File: src/rtl/player_motion.sv
// Player ship position and top-level game state (idle / playing / over).
// Movement is rate-limited by a frame-tick divider and clamped to the screen.
module player_motion #(
    parameter int unsigned SCREEN_W = 640,
    parameter int unsigned SCREEN_H = 480,
    parameter int unsigned SHIP_W   = 16,
    parameter int unsigned SHIP_H   = 16,
    parameter int unsigned STEP     = 4,
    parameter int unsigned TICK_DIV = 833333,
    parameter int unsigned START_X  = 312,
    parameter int unsigned START_Y  = 440
) (
    input  logic       clk,
    input  logic       reset,
    input  logic       move_left,
    input  logic       move_right,
    input  logic       move_up,
    input  logic       move_down,
    input  logic       start_game,
    input  logic       hit,
    output logic [9:0] player_x,
    output logic [9:0] player_y,
    output logic       playing,
    output logic       game_over,
    output logic       moved
);

    localparam int unsigned CntW = (TICK_DIV > 2) ? $clog2(TICK_DIV) : 1;

    localparam logic [1:0] StIdle    = 2'd0;
    localparam logic [1:0] StPlaying = 2'd1;
    localparam logic [1:0] StOver    = 2'd2;

    localparam logic [CntW-1:0] CntLast = CntW'(TICK_DIV - 1);
    localparam logic [10:0]     StepV   = 11'(STEP);
    localparam logic [10:0]     XMax    = 11'(SCREEN_W - SHIP_W);
    localparam logic [10:0]     YMax    = 11'(SCREEN_H - SHIP_H);
    localparam logic [9:0]      StartX  = 10'(START_X);
    localparam logic [9:0]      StartY  = 10'(START_Y);

    logic [1:0]      state_q, state_d;
    logic [CntW-1:0] cnt_q, cnt_d;
    logic [9:0]      x_q, x_d;
    logic [9:0]      y_q, y_d;
    logic            playing_q, playing_d;
    logic            over_q, over_d;
    logic            moved_q, moved_d;

    logic            tick;
    logic [10:0]     x_ext, y_ext;
    logic [10:0]     x_lo, x_hi, y_lo, y_hi;
    logic [9:0]      x_mv, y_mv;

    assign tick  = (cnt_q == CntLast);
    assign x_ext = {1'b0, x_q};
    assign y_ext = {1'b0, y_q};

    // Candidate clamped positions for each axis; opposing or idle inputs hold position.
    always_comb begin
        x_lo = (x_ext >= StepV) ? (x_ext - StepV) : 11'd0;
        x_hi = ((x_ext + StepV) <= XMax) ? (x_ext + StepV) : XMax;
        y_lo = (y_ext >= StepV) ? (y_ext - StepV) : 11'd0;
        y_hi = ((y_ext + StepV) <= YMax) ? (y_ext + StepV) : YMax;

        x_mv = x_q;
        case ({move_left, move_right})
            2'b10:   x_mv = x_lo[9:0];
            2'b01:   x_mv = x_hi[9:0];
            default: x_mv = x_q;
        endcase

        y_mv = y_q;
        case ({move_up, move_down})
            2'b10:   y_mv = y_lo[9:0];
            2'b01:   y_mv = y_hi[9:0];
            default: y_mv = y_q;
        endcase
    end

    // Game FSM, tick divider and position next-state.
    always_comb begin
        state_d = state_q;
        x_d     = x_q;
        y_d     = y_q;
        moved_d = 1'b0;
        cnt_d   = tick ? '0 : (cnt_q + 1'b1);

        case (state_q)
            StIdle, StOver: begin
                if (start_game) begin
                    state_d = StPlaying;
                    x_d     = StartX;
                    y_d     = StartY;
                    // Restart the divider so the first move lands TICK_DIV cycles later.
                    cnt_d   = '0;
                end
            end
            StPlaying: begin
                if (hit) begin
                    state_d = StOver;
                end else if (tick) begin
                    x_d     = x_mv;
                    y_d     = y_mv;
                    moved_d = (x_mv != x_q) || (y_mv != y_q);
                end
            end
            default: begin
                state_d = StIdle;
                x_d     = StartX;
                y_d     = StartY;
            end
        endcase

        playing_d = (state_d == StPlaying);
        over_d    = (state_d == StOver);
    end

    // State registers with synchronous active-low reset.
    always_ff @(posedge clk) begin
        if (!reset) begin
            state_q   <= StIdle;
            cnt_q     <= '0;
            x_q       <= StartX;
            y_q       <= StartY;
            playing_q <= 1'b0;
            over_q    <= 1'b0;
            moved_q   <= 1'b0;
        end else begin
            state_q   <= state_d;
            cnt_q     <= cnt_d;
            x_q       <= x_d;
            y_q       <= y_d;
            playing_q <= playing_d;
            over_q    <= over_d;
            moved_q   <= moved_d;
        end
    end

    assign player_x  = x_q;
    assign player_y  = y_q;
    assign playing   = playing_q;
    assign game_over = over_q;
    assign moved     = moved_q;

endmodule

File: config.mk
export PLATFORM = sky130hd
export DESIGN_NAME = player_motion
export DESIGN_NICKNAME = d
export VERILOG_FILES = /design/src/rtl/player_motion.sv
export SDC_FILE = /design/constraint.sdc
export NUM_CORES = 1
export LEC_CHECK = 0
export ABC_AREA = 1
export BUFFER_PORTS_ARGS = -buffer_cell sky130_fd_sc_hd__buf_2
export CAP_MARGIN = 20
export CELL_PAD_IN_SITES_DETAIL_PLACEMENT = 1
export CELL_PAD_IN_SITES_GLOBAL_PLACEMENT = 1
export CORE_MARGIN = 2
export CORE_UTILIZATION = 40
export CTS_BUF_LIST = sky130_fd_sc_hd__clkbuf_4
export CTS_CLUSTER_DIAMETER = 80
export DETAILED_ROUTE_END_ITERATION = 6
export GPL_TIMING_DRIVEN = 0
export PLACE_DENSITY = 0.77
export SLEW_MARGIN = 20
export SYNTH_ARGS = -nofsm -noshare
export SYNTH_HDL_FRONTEND = slang
export SYNTH_SLANG_ARGS = --single-unit
File: constraint.sdc
create_clock -name clk -period 3.2 [get_ports clk]
set_input_delay 0 -clock clk [delete_from_list [all_inputs] [get_ports clk]]
set_output_delay 0 -clock clk [all_outputs]
set_load 0.02 [all_outputs]
==> reports/metrics.yaml, run 1 <==
run_status: "complete, no violations"
cts.sink_count: 45
r2r_cells: 15
clk_transition_reported_paths_ns: 0.17
syn-num-nets: 579
startpoint_type: "flip-flop"
post_route_cells_drive_above_1_share: 0.123
worst_r2r_endpoint: "moved"
fp.coreArea_um2: 8260
hold_buffers: 4
cts_inserted_buffers: 5
pre_cts_slack_ns: 0.725
crit_path_max_incr_delay_ns: 0.58
io_count: 31
place.gp.congestion: 0.895
post-cts-setup-buffers: 0
clockPowerShare: 0.302
detail_route.drc_violations: 0
detailroute.via_count: 3708
critPathMostFrequentCell: "sky130_fd_sc_hd__nand2_1"
worstReg2RegStart: "player_x[2]"
start_util: 0.413
max_cap_viol_count: 0
final.setup.worst_slack_ns: 0.667
fin_nets: 620
placement.io_buffers: 30
whs_ns: 0.215
power-per-cell-area_nw_per_um2: 338
fp.dieW_um: 96.3
finalCritPeriodShare: 0.792
syn_area_um2: 3410
design.die.area_um2: 9270
min_from: "move_right"
synth-edff-count: 0
crit_path_end_kind: "flip-flop"
slew_violations: 0
grt_overflow: 0
placement_rows: 33
relSlewSlack: 0.577
cts_tree: "yes"
switching_power_as_a_share_of_total_power: 0.351
grt_max_degree: 16
timing.critical_path.fanout_max: 9
wire_per_inst_um: 15.2
grt_usage: 0.242
leakage_nw: 1.74
utilization: 0.462
layout_commonest_cell: "sky130_fd_sc_hd__nand2_1"
drt-initial-drc-count: 113
sequential_share_of_the_synthesized_area: 0.264
critPathKind: "flip-flop to flip-flop"
layout_min_cycle_time_ns: 2.53
most-common-layout-cells: "sky130_fd_sc_hd__nand2_1, sky130_fd_sc_hd__inv_1, sky130_fd_sc_hd__nand3_1"
vias_in_the_first_global_route: 3563
area_delta_synth_final_pct: 11.9
critical-path-slowest-cell: "sky130_fd_sc_hd__dfxtp_1"
hold-path-endpoint: "player_x[8]"
nFillCells: 1171
dpl-instance-area_um2: 3690
hp-class: "input port to flip-flop"
ant_nets: 0
combPwrFrac: 0.242
postSynthCellCount: 558
cp_data_arrival_time_ns: 2.82
final_number_of_setup_violating_endpoints: 0
ir_drop_mv: 0.160
synth_area_per_cell_um2: 6.11
clock-skew-final_ns: 0.0272
rsz0062_at_grt: "no"
maxClockFrequency_ghz: 0.395
required_ns: 3.49
wl_um: 10700
ys.warnings.count: 0
dp_hpwl_um: 8360
detail_route.first_pass.iterations: 5
ctsRootBufferMaster: "sky130_fd_sc_hd__clkbuf_4"
clock_path_buffers: 2
postCtsResizedCells: 0
p_switching_mw: 0.453
grt_first_pass_wirelength_um: 17300
design_area_um2: 3810
cell_by_cell_listing_of_the_critical_path: "inv_1 -> ha_1 -> nand4_1 -> nand3b_4 -> nand2_1 -> o21ai_0 -> inv_1 -> nand3_1 -> nand2_1 -> nor2_1 -> nand2_1 -> nor2_1 -> nand3_1 -> nand2_1 -> inv_1"
hold_depth: 5
dominantRegCellSynth: "sky130_fd_sc_hd__dfxtp_1"
worst-slew-pin-transition_ns: 0.631
pwr-share-seq: 0.456
route.detailed.vias_per_inst: 5.26
multiInputGateArea_um2: 2130
insertedDiodeCount: 0
cts.htree.levels: 2
internal_power_mw: 0.837
seqCellArea_um2: 901
setup.reg_to_reg.worst_slack_ns: 0.67
postSynthRegisterBits: 45
asyncSetResetFlopFracSynth: 0
synth_cell_types: 39
dieHeight_um: 96.3
hold_violations: 0
timing.setup.tns_ns: 0
antenna_found_initial: 0
clock_insertion_delay_worst_skew_ns: 0.39
-- cell families (layout without fill, tap and decap cells) --
logic type	after synthesis	in the layout	synth area share
simple gates	314	314	0.417
flops	45	45	0.264
buf+inv	97	139	0.112
xor+xnor	14	14	0.0360
fa+ha+maj	13	13	0.0477
compound gates	75	75	0.123
-- worst max-delay path: cells and delay by family, from the launching register on --
kind,cells,cell delay (ns)
AND/OR/NAND/NOR,10,1.06
buffers and inverters,3,0.32
adder cells (fa/ha/maj),1,0.29
flip-flops,1,0.58
AO/OA/AOI/OAI,1,0.20
-- sequential cells by signal (all words and copies together), names as in the netlist --
name / count
player_x: 10
game_over: 1
playing: 1
player_y: 10
moved: 1
state_q: 2
cnt_q: 20
-- cell usage after synthesis (2+ instances only) --
| cell | count | area share |
|---|---|---|
| sky130_fd_sc_hd__a21oi_1 | 18 | 0.026 |
| sky130_fd_sc_hd__a31oi_1 | 2 | 0.0037 |
| sky130_fd_sc_hd__buf_1 | 3 | 0.0033 |
| sky130_fd_sc_hd__buf_2 | 4 | 0.0059 |
| sky130_fd_sc_hd__buf_4 | 3 | 0.0066 |
| sky130_fd_sc_hd__clkbuf_1 | 7 | 0.0077 |
| sky130_fd_sc_hd__dfxtp_1 | 45 | 0.26 |
| sky130_fd_sc_hd__ha_1 | 13 | 0.048 |
| sky130_fd_sc_hd__inv_1 | 71 | 0.078 |
| sky130_fd_sc_hd__inv_2 | 8 | 0.0088 |
| sky130_fd_sc_hd__nand2_1 | 147 | 0.16 |
| sky130_fd_sc_hd__nand2_2 | 7 | 0.013 |
| sky130_fd_sc_hd__nand3_1 | 62 | 0.091 |
| sky130_fd_sc_hd__nand3b_1 | 3 | 0.0066 |
| sky130_fd_sc_hd__nand4_1 | 15 | 0.028 |
| sky130_fd_sc_hd__nor2_1 | 55 | 0.061 |
| sky130_fd_sc_hd__nor2_2 | 4 | 0.0073 |
| sky130_fd_sc_hd__nor2_4 | 2 | 0.0066 |
| sky130_fd_sc_hd__nor3_1 | 8 | 0.012 |
| sky130_fd_sc_hd__nor3_2 | 2 | 0.0059 |
| sky130_fd_sc_hd__nor4_1 | 4 | 0.0073 |
| sky130_fd_sc_hd__o211ai_1 | 5 | 0.011 |
| sky130_fd_sc_hd__o21a_1 | 3 | 0.0066 |
| sky130_fd_sc_hd__o21ai_0 | 32 | 0.047 |
| sky130_fd_sc_hd__o21ai_1 | 7 | 0.010 |
| sky130_fd_sc_hd__o22ai_1 | 3 | 0.0055 |
| sky130_fd_sc_hd__xnor2_1 | 5 | 0.013 |
| sky130_fd_sc_hd__xor2_1 | 9 | 0.023 |
-- routing by layer --
layer	wire length, um	track usage	vias up
met5	0	0	-
li1	-	-	1885
met3	503	0.0360	12
met2	5060	0.421	80
met4	160	0.0516	0
met1	4990	0.316	1731
-- through the flow --
| step | cells | power [mW] |
|---|---|---|
| 2_1_floorplan | 558 | 0.815 |
| 3_3_place_gp | 693 | 0.895 |
| 3_5_place_dp | 693 | 0.905 |
| 4_1_cts | 705 | 1.30 |
| 5_1_grt | 705 | 1.36 |
| 6_report | 705 | 1.29 |
-- power by group through the flow --
stage	combinational [mW]	clock [mW]	sequential (mW)
3_5_place_dp	0.305	0	0.601
4_1_cts	0.312	0.399	0.589
3_3_place_gp	0.295	0	0.600
6_report	0.312	0.390	0.588
2_1_floorplan	0.208	0	0.607
5_1_grt	0.352	0.421	0.591
-- worst max-delay path by stage --
stage,startpoint,slack [ns],end,cells after the start
2_1_floorplan,player_x[2],1.06,moved,15
3_3_place_gp,player_x[2],0.74,moved,15
3_5_place_dp,player_x[2],0.72,moved,15
4_1_cts,player_y[3],0.67,moved,18
5_1_grt,player_x[2],0.36,moved,15
6_report,player_x[2],0.67,moved,15
-- layout make-up --
| cell class | count | share of cell area |
|---|---|---|
| clock inverters | 3 | 0.0121 |
| inverters | 80 | 0.0787 |
| clock buffers | 5 | 0.00984 |
| well taps | 105 | 0.0344 |
| flip-flops and latches | 45 | 0.236 |
| multi-input cells | 416 | 0.558 |
| plain buffers | 17 | 0.0210 |
| repair buffers | 34 | 0.0499 |
Note: power is estimated with default switching activity, not from simulation.
==> run 2, diff against run 1 <==
Clock period 3.2 ns to 2.65 ns, I/O delays scaled along.
==> reports/metrics.yaml, run 2 (synthesis results as in run 1) <==
run_status: "complete, no violations"
combPwrFrac: 0.242  # about the same
hp-class: "input port to flip-flop"
cts_inserted_buffers: 5  # unchanged
pwr-share-seq: 0.455  # about the same
fin_nets: 620  # unchanged
wire_per_inst_um: 15.3  # +0.58%
start_util: 0.413  # unchanged
wl_um: 10800  # +0.58%
clock-skew-final_ns: 0.0288  # +0.00167 ns
critPathMostFrequentCell: "sky130_fd_sc_hd__nand2_1"
critPathKind: "flip-flop to flip-flop"
leakage_nw: 1.74  # about the same
design.die.area_um2: 9270  # unchanged
detail_route.drc_violations: 0  # unchanged
maxClockFrequency_ghz: 0.420  # +6.4%
detail_route.first_pass.iterations: 4  # -1
dp.cells: 693  # unchanged
timing.critical_path.fanout_max: 10  # +1
critical-path-slowest-cell: "sky130_fd_sc_hd__dfxtp_2"
route.detailed.vias_per_inst: 5.23  # -0.51%
placement_rows: 33  # unchanged
cts.sink_count: 45  # unchanged
final_number_of_setup_violating_endpoints: 0  # unchanged
hold_violations: 0  # unchanged
insertedDiodeCount: 0  # unchanged
timing.critical_path.max_delay_family: "simple AND/OR/NAND/NOR gates"
crit_path_max_incr_delay_ns: 0.50  # -0.08 ns
clk_transition_reported_paths_ns: 0.17  # about the same
area_delta_synth_final_pct: 12.2
grt_first_pass_wirelength_um: 17300  # unchanged
switching_power_as_a_share_of_total_power: 0.353  # +0.00155
antenna_found_initial: 0  # unchanged
ir_drop_mv: 0.193  # +21%
grt_max_degree: 16  # unchanged
dp_hpwl_um: 8360  # unchanged
timing.setup.tns_ns: 0  # unchanged
clock_insertion_delay_worst_skew_ns: 0.40  # about the same
place.gp.congestion: 0.895  # unchanged
ant_nets: 0  # unchanged
most-common-layout-cells: "sky130_fd_sc_hd__nand2_1, sky130_fd_sc_hd__inv_1, sky130_fd_sc_hd__nand3_1"
clock_path_buffers: 2  # unchanged
fp.dieW_um: 96.3  # unchanged
required_ns: 2.94  # -0.55 ns
dpl-instance-area_um2: 3690  # unchanged
worst-slew-pin-transition_ns: 0.639  # +0.00801 ns
cts.htree.levels: 2  # unchanged
io_count: 31  # unchanged
whs_ns: 0.202  # -0.0135 ns
relSlewSlack: 0.571  # -0.00537
grt_usage: 0.242  # unchanged
crit_path_end_kind: "flip-flop"
finalCritPeriodShare: 0.898  # +0.107
clockPowerShare: 0.304  # +0.002
internal_power_mw: 1.01  # +21%
placement.io_buffers: 30  # unchanged
finalNonFillerCells: 705  # unchanged
grt_overflow: 0  # unchanged
fp.coreArea_um2: 8260  # unchanged
cell_by_cell_listing_of_the_critical_path: "ha_1 -> nand2_1 -> o21ai_0 -> nand2_1 -> nor2_4 -> nand3_1 -> nand2_2 -> nand2_1 -> nand2_1 -> nand2_1 -> nand3_1 -> nand2_1 -> inv_1 -> nand2_1 -> nor2_1 -> nand3_1 -> nand2_1 -> inv_1"
p_switching_mw: 0.551  # +22%
detailroute.via_count: 3689  # -0.51%
layout_min_cycle_time_ns: 2.38  # -0.153 ns
drt-initial-drc-count: 116  # +2.7%
slew_violations: 0  # unchanged
cts_tree: "yes"
ctsRootBufferMaster: "sky130_fd_sc_hd__clkbuf_4"
vias_in_the_first_global_route: 3563  # unchanged
post_route_cells_drive_above_1_share: 0.132  # +0.00833
cp_data_arrival_time_ns: 2.67  # -0.15 ns
power-per-cell-area_nw_per_um2: 408  # +21%
startpoint_type: "flip-flop"
number_of_flip_flops_in_the_largest_register: 20  # unchanged
layout_commonest_cell: "sky130_fd_sc_hd__nand2_1"
largest_register: "cnt_q"
design_area_um2: 3820  # +0.26%
crit_buf_inv: 2  # -1
dieHeight_um: 96.3  # unchanged
max_cap_viol_count: 0  # unchanged
[run 2: worst paths after layout]
check | start | cells after the start | slack (ns) | end
setup / recovery | player_y[3] | 18 | 0.27 | moved
hold / removal | move_right | 5 | 0.20 | player_x[8]
setup reg to reg | player_y[3] | 18 | 0.27 | moved
hold reg to reg | player_x[1] | 2 | 0.47 | player_x[1]
[run 2: worst register-to-register path, stage by stage, from the launching register on]
cell and delay, ns:
sky130_fd_sc_hd__dfxtp_2 0.50, sky130_fd_sc_hd__ha_1 0.24, sky130_fd_sc_hd__nand2_1 0.10, sky130_fd_sc_hd__o21ai_0 0.17
sky130_fd_sc_hd__nand2_1 0.12, sky130_fd_sc_hd__nor2_4 0.11, sky130_fd_sc_hd__nand3_1 0.09, sky130_fd_sc_hd__nand2_2 0.16
sky130_fd_sc_hd__nand2_1 0.07, sky130_fd_sc_hd__nand2_1 0.06, sky130_fd_sc_hd__nand2_1 0.12, sky130_fd_sc_hd__nand3_1 0.09
sky130_fd_sc_hd__nand2_1 0.07, sky130_fd_sc_hd__inv_1 0.05, sky130_fd_sc_hd__nand2_1 0.04, sky130_fd_sc_hd__nor2_1 0.09
sky130_fd_sc_hd__nand3_1 0.10, sky130_fd_sc_hd__nand2_1 0.07, sky130_fd_sc_hd__inv_1 0.03
[run 2: power groups by stage]
stage	clock network [mW]	logic, mW	registers (mW)
detailed placement	0	0.368	0.725
global placement	0	0.356	0.724
CTS	0.482	0.376	0.711
finish	0.474	0.377	0.710
global route	0.508	0.425	0.713
floorplan	0	0.251	0.733
[run 2: what timing repair did]
item / CTS / global route
buffers inserted: 0 / 0
setup endpoints to repair: 0 / 1
hold buffers: 4 / 0
gates resized for setup: 0 / 6
hold endpoints to repair: 7 / 0
[run 2: cell type report]
class                           instances  area, um^2
Sequential cell                        45         908
Buffer                                 17        80.1
Inverter                               80         300
Clock inverter                          3        46.3
Multi-Input combinational cell        416        2130
Timing Repair Buffer                   34         190
Clock buffer                            5        37.5
Tap cell                              105         131
Fill cell                            1172        4430
[run 2: through the flow]
step	worst slack [ns]	utilization	power [mW]
after floorplan	0.515	-	0.984
after CTS	0.124	0.462	1.57
after global placement	0.194	0.447	1.08
after detailed placement	0.175	0.447	1.09
final	0.270	0.463	1.56
after global routing	-0.0119	0.463	1.65
[run 2: per-layer routing]
layer	global-route usage	up-vias	routed length, um
li1	-	1885	-
met1	0.316	1731	5130
met2	0.421	61	5120
met3	0.0360	12	373
met4	0.0516	0	154
met5	0	-	0
==> run 3, diff against run 2 <==
==> constraint.sdc (replaced) <==
create_clock -name clk -period 2.65 [get_ports clk]
set_input_delay 0.1325 -clock clk [delete_from_list [all_inputs] [get_ports clk]]
set_output_delay 0.1325 -clock clk [all_outputs]
set_load 0.02 [all_outputs]
==> reports/metrics.yaml, run 3 (synthesis results as in run 1) <==
grt_overflow: 0  # unchanged
max_cap_viol_count: 0  # unchanged
hp-class: "input port to flip-flop"
clk_transition_reported_paths_ns: 0.17  # about the same
dpl-instance-area_um2: 3690  # unchanged
vias_in_the_first_global_route: 3554  # -0.25%
layout_min_cycle_time_ns: 2.39  # +0.00687 ns
design_power_total_mw: 1.56  # -0.40%
startpoint_type: "flip-flop"
cts.sink_count: 45  # unchanged
largest_register: "cnt_q"
grt_usage: 0.241  # -0.000816
clock-skew-final_ns: 0.0258  # -0.00307 ns
cts.htree.levels: 2  # unchanged
most-common-layout-cells: "sky130_fd_sc_hd__nand2_1, sky130_fd_sc_hd__inv_1, sky130_fd_sc_hd__nand3_1"
dp.cells: 693  # unchanged
hold_violations: 0  # unchanged
worst-slew-pin-transition_ns: 0.641  # +0.00133 ns
cp_data_arrival_time_ns: 2.68  # about the same
hold_depth: 4  # -1
fp.coreArea_um2: 8260  # unchanged
insertedDiodeCount: 0  # unchanged
required_ns: 2.94  # about the same
slew_violations: 0  # unchanged
fp.dieW_um: 96.3  # unchanged
post_route_cells_drive_above_1_share: 0.132  # +0.000662
whs_ns: 0.0617  # -0.140 ns
ctsRootBufferMaster: "sky130_fd_sc_hd__clkbuf_4"
place.gp.congestion: 0.895  # unchanged
crit_path_max_incr_delay_ns: 0.50  # about the same
cts_tree: "yes"
ant_nets: 0  # unchanged
design_area_um2: 3790  # -0.79%
wl_um: 10700  # -0.39%
dieHeight_um: 96.3  # unchanged
critical-path-slowest-cell: "sky130_fd_sc_hd__dfxtp_2"
cts_inserted_buffers: 5  # unchanged
wire_per_inst_um: 15.3  # about the same
nFillCells: 1169  # -0.26%
placement_rows: 33  # unchanged
dp_hpwl_um: 8360  # unchanged
design.die.area_um2: 9270  # unchanged
critPathMostFrequentCell: "sky130_fd_sc_hd__nand2_1"
finalNonFillerCells: 702  # -0.43%
maxClockFrequency_ghz: 0.419  # -0.29%
utilization: 0.459  # -0.00364
r2r_cells: 18  # unchanged
finalCritPeriodShare: 0.901  # +0.00259
timing.critical_path.fanout_max: 10  # unchanged
placement.io_buffers: 30  # unchanged
post-cts-setup-buffers: 0  # unchanged
run_status: "complete, no violations"
start_util: 0.413  # unchanged
fin_nets: 617  # -0.48%
detailroute.via_count: 3685  # -0.11%
drt-initial-drc-count: 92  # -21%
clock_path_buffers: 2  # unchanged
detail_route.drc_violations: 0  # unchanged
antenna_found_initial: 0  # unchanged
layout_commonest_cell: "sky130_fd_sc_hd__nand2_1"
crit_path_end_kind: "flip-flop"
power-per-cell-area_nw_per_um2: 410  # +0.39%
io_count: 31  # unchanged
grt_max_degree: 16  # unchanged
critPathKind: "flip-flop to flip-flop"
grt_first_pass_wirelength_um: 17300  # -0.28%
ir_drop_mv: 0.194  # +0.28%
area_delta_synth_final_pct: 11.3
number_of_flip_flops_in_the_largest_register: 20  # unchanged
detail_route.first_pass.iterations: 4  # unchanged
cell_by_cell_listing_of_the_critical_path: "ha_1 -> nand2_1 -> o21ai_0 -> nand2_1 -> nor2_4 -> nand3_1 -> nand2_2 -> nand2_1 -> nand2_1 -> nand2_1 -> nand3_1 -> nand2_1 -> inv_1 -> nand2_1 -> nor2_1 -> nand3_1 -> nand2_1 -> inv_1"
clock_insertion_delay_worst_skew_ns: 0.39  # about the same
relSlewSlack: 0.571  # -0.000893
final_number_of_setup_violating_endpoints: 0  # unchanged
route.detailed.vias_per_inst: 5.25  # +0.32%
leakage_nw: 1.72  # -0.80%
run 3: cell types whose count changed in the layout (fill, tap and decap cells not counted), sizes merged:
cell         previous run  this run
dlygate4sd3             4         1
run 3: timing repair:
item                                   in CTS  in global routing
hold buffers                                1                  0
gates resized for setup                     0                  6
endpoints found under the hold margin       1                  0
setup endpoints to repair                   0                  1
run 3: final timing paths:
check / from / endpoint / slack [ns]
max reg2reg: player_y[3] / moved / 0.26
min reg2reg: player_x[1] / player_x[1] / 0.46
min: start_game / state_q[1] / 0.06
max: player_y[3] / moved / 0.26
run 3: routing by layer:
metal,up-vias,wire [um],GRT usage
met1,1726,5110,0.316
met2,69,5070,0.418
li1,1878,-,-
met3,12,409,0.0360
met5,-,0,0
met4,0,155,0.0516
run 3: final cells by class:
cell class | instances | area [um^2] | area share
Clock buffer | 5 | 37.5 | 0.00989
Inverter | 80 | 300 | 0.0792
Sequential cell | 45 | 908 | 0.239
Tap cell | 105 | 131 | 0.0346
Clock inverter | 3 | 46.3 | 0.0122
Buffer | 17 | 80.1 | 0.0211
Timing Repair Buffer | 31 | 160 | 0.0422
Multi-Input combinational cell | 416 | 2130 | 0.561
run 3: metrics by stage:
stage,setup TNS [ns],setup WS (ns)
after floorplan,0,0.515
after global placement,0,0.194
after detailed placement,0,0.175
after CTS,0,0.124
after global routing,-0.0119,-0.0119
final,0,0.263
run 3: worst max-delay path: cells and delay by family, from the launching register on:
kind | cells | cell delay, ns
compound gates | 1 | 0.18
buf+inv | 2 | 0.08
flops | 1 | 0.50
fa+ha+maj | 1 | 0.24
simple gates | 14 | 1.29
run 3: where the power goes:
part           total (mW)  switching, mW  internal, mW  leakage [nW]
sequential          0.711         0.0178         0.693         0.365
combinational       0.372          0.257         0.115          1.32
clock               0.473          0.273         0.200        0.0414
total                1.56          0.548          1.01          1.72
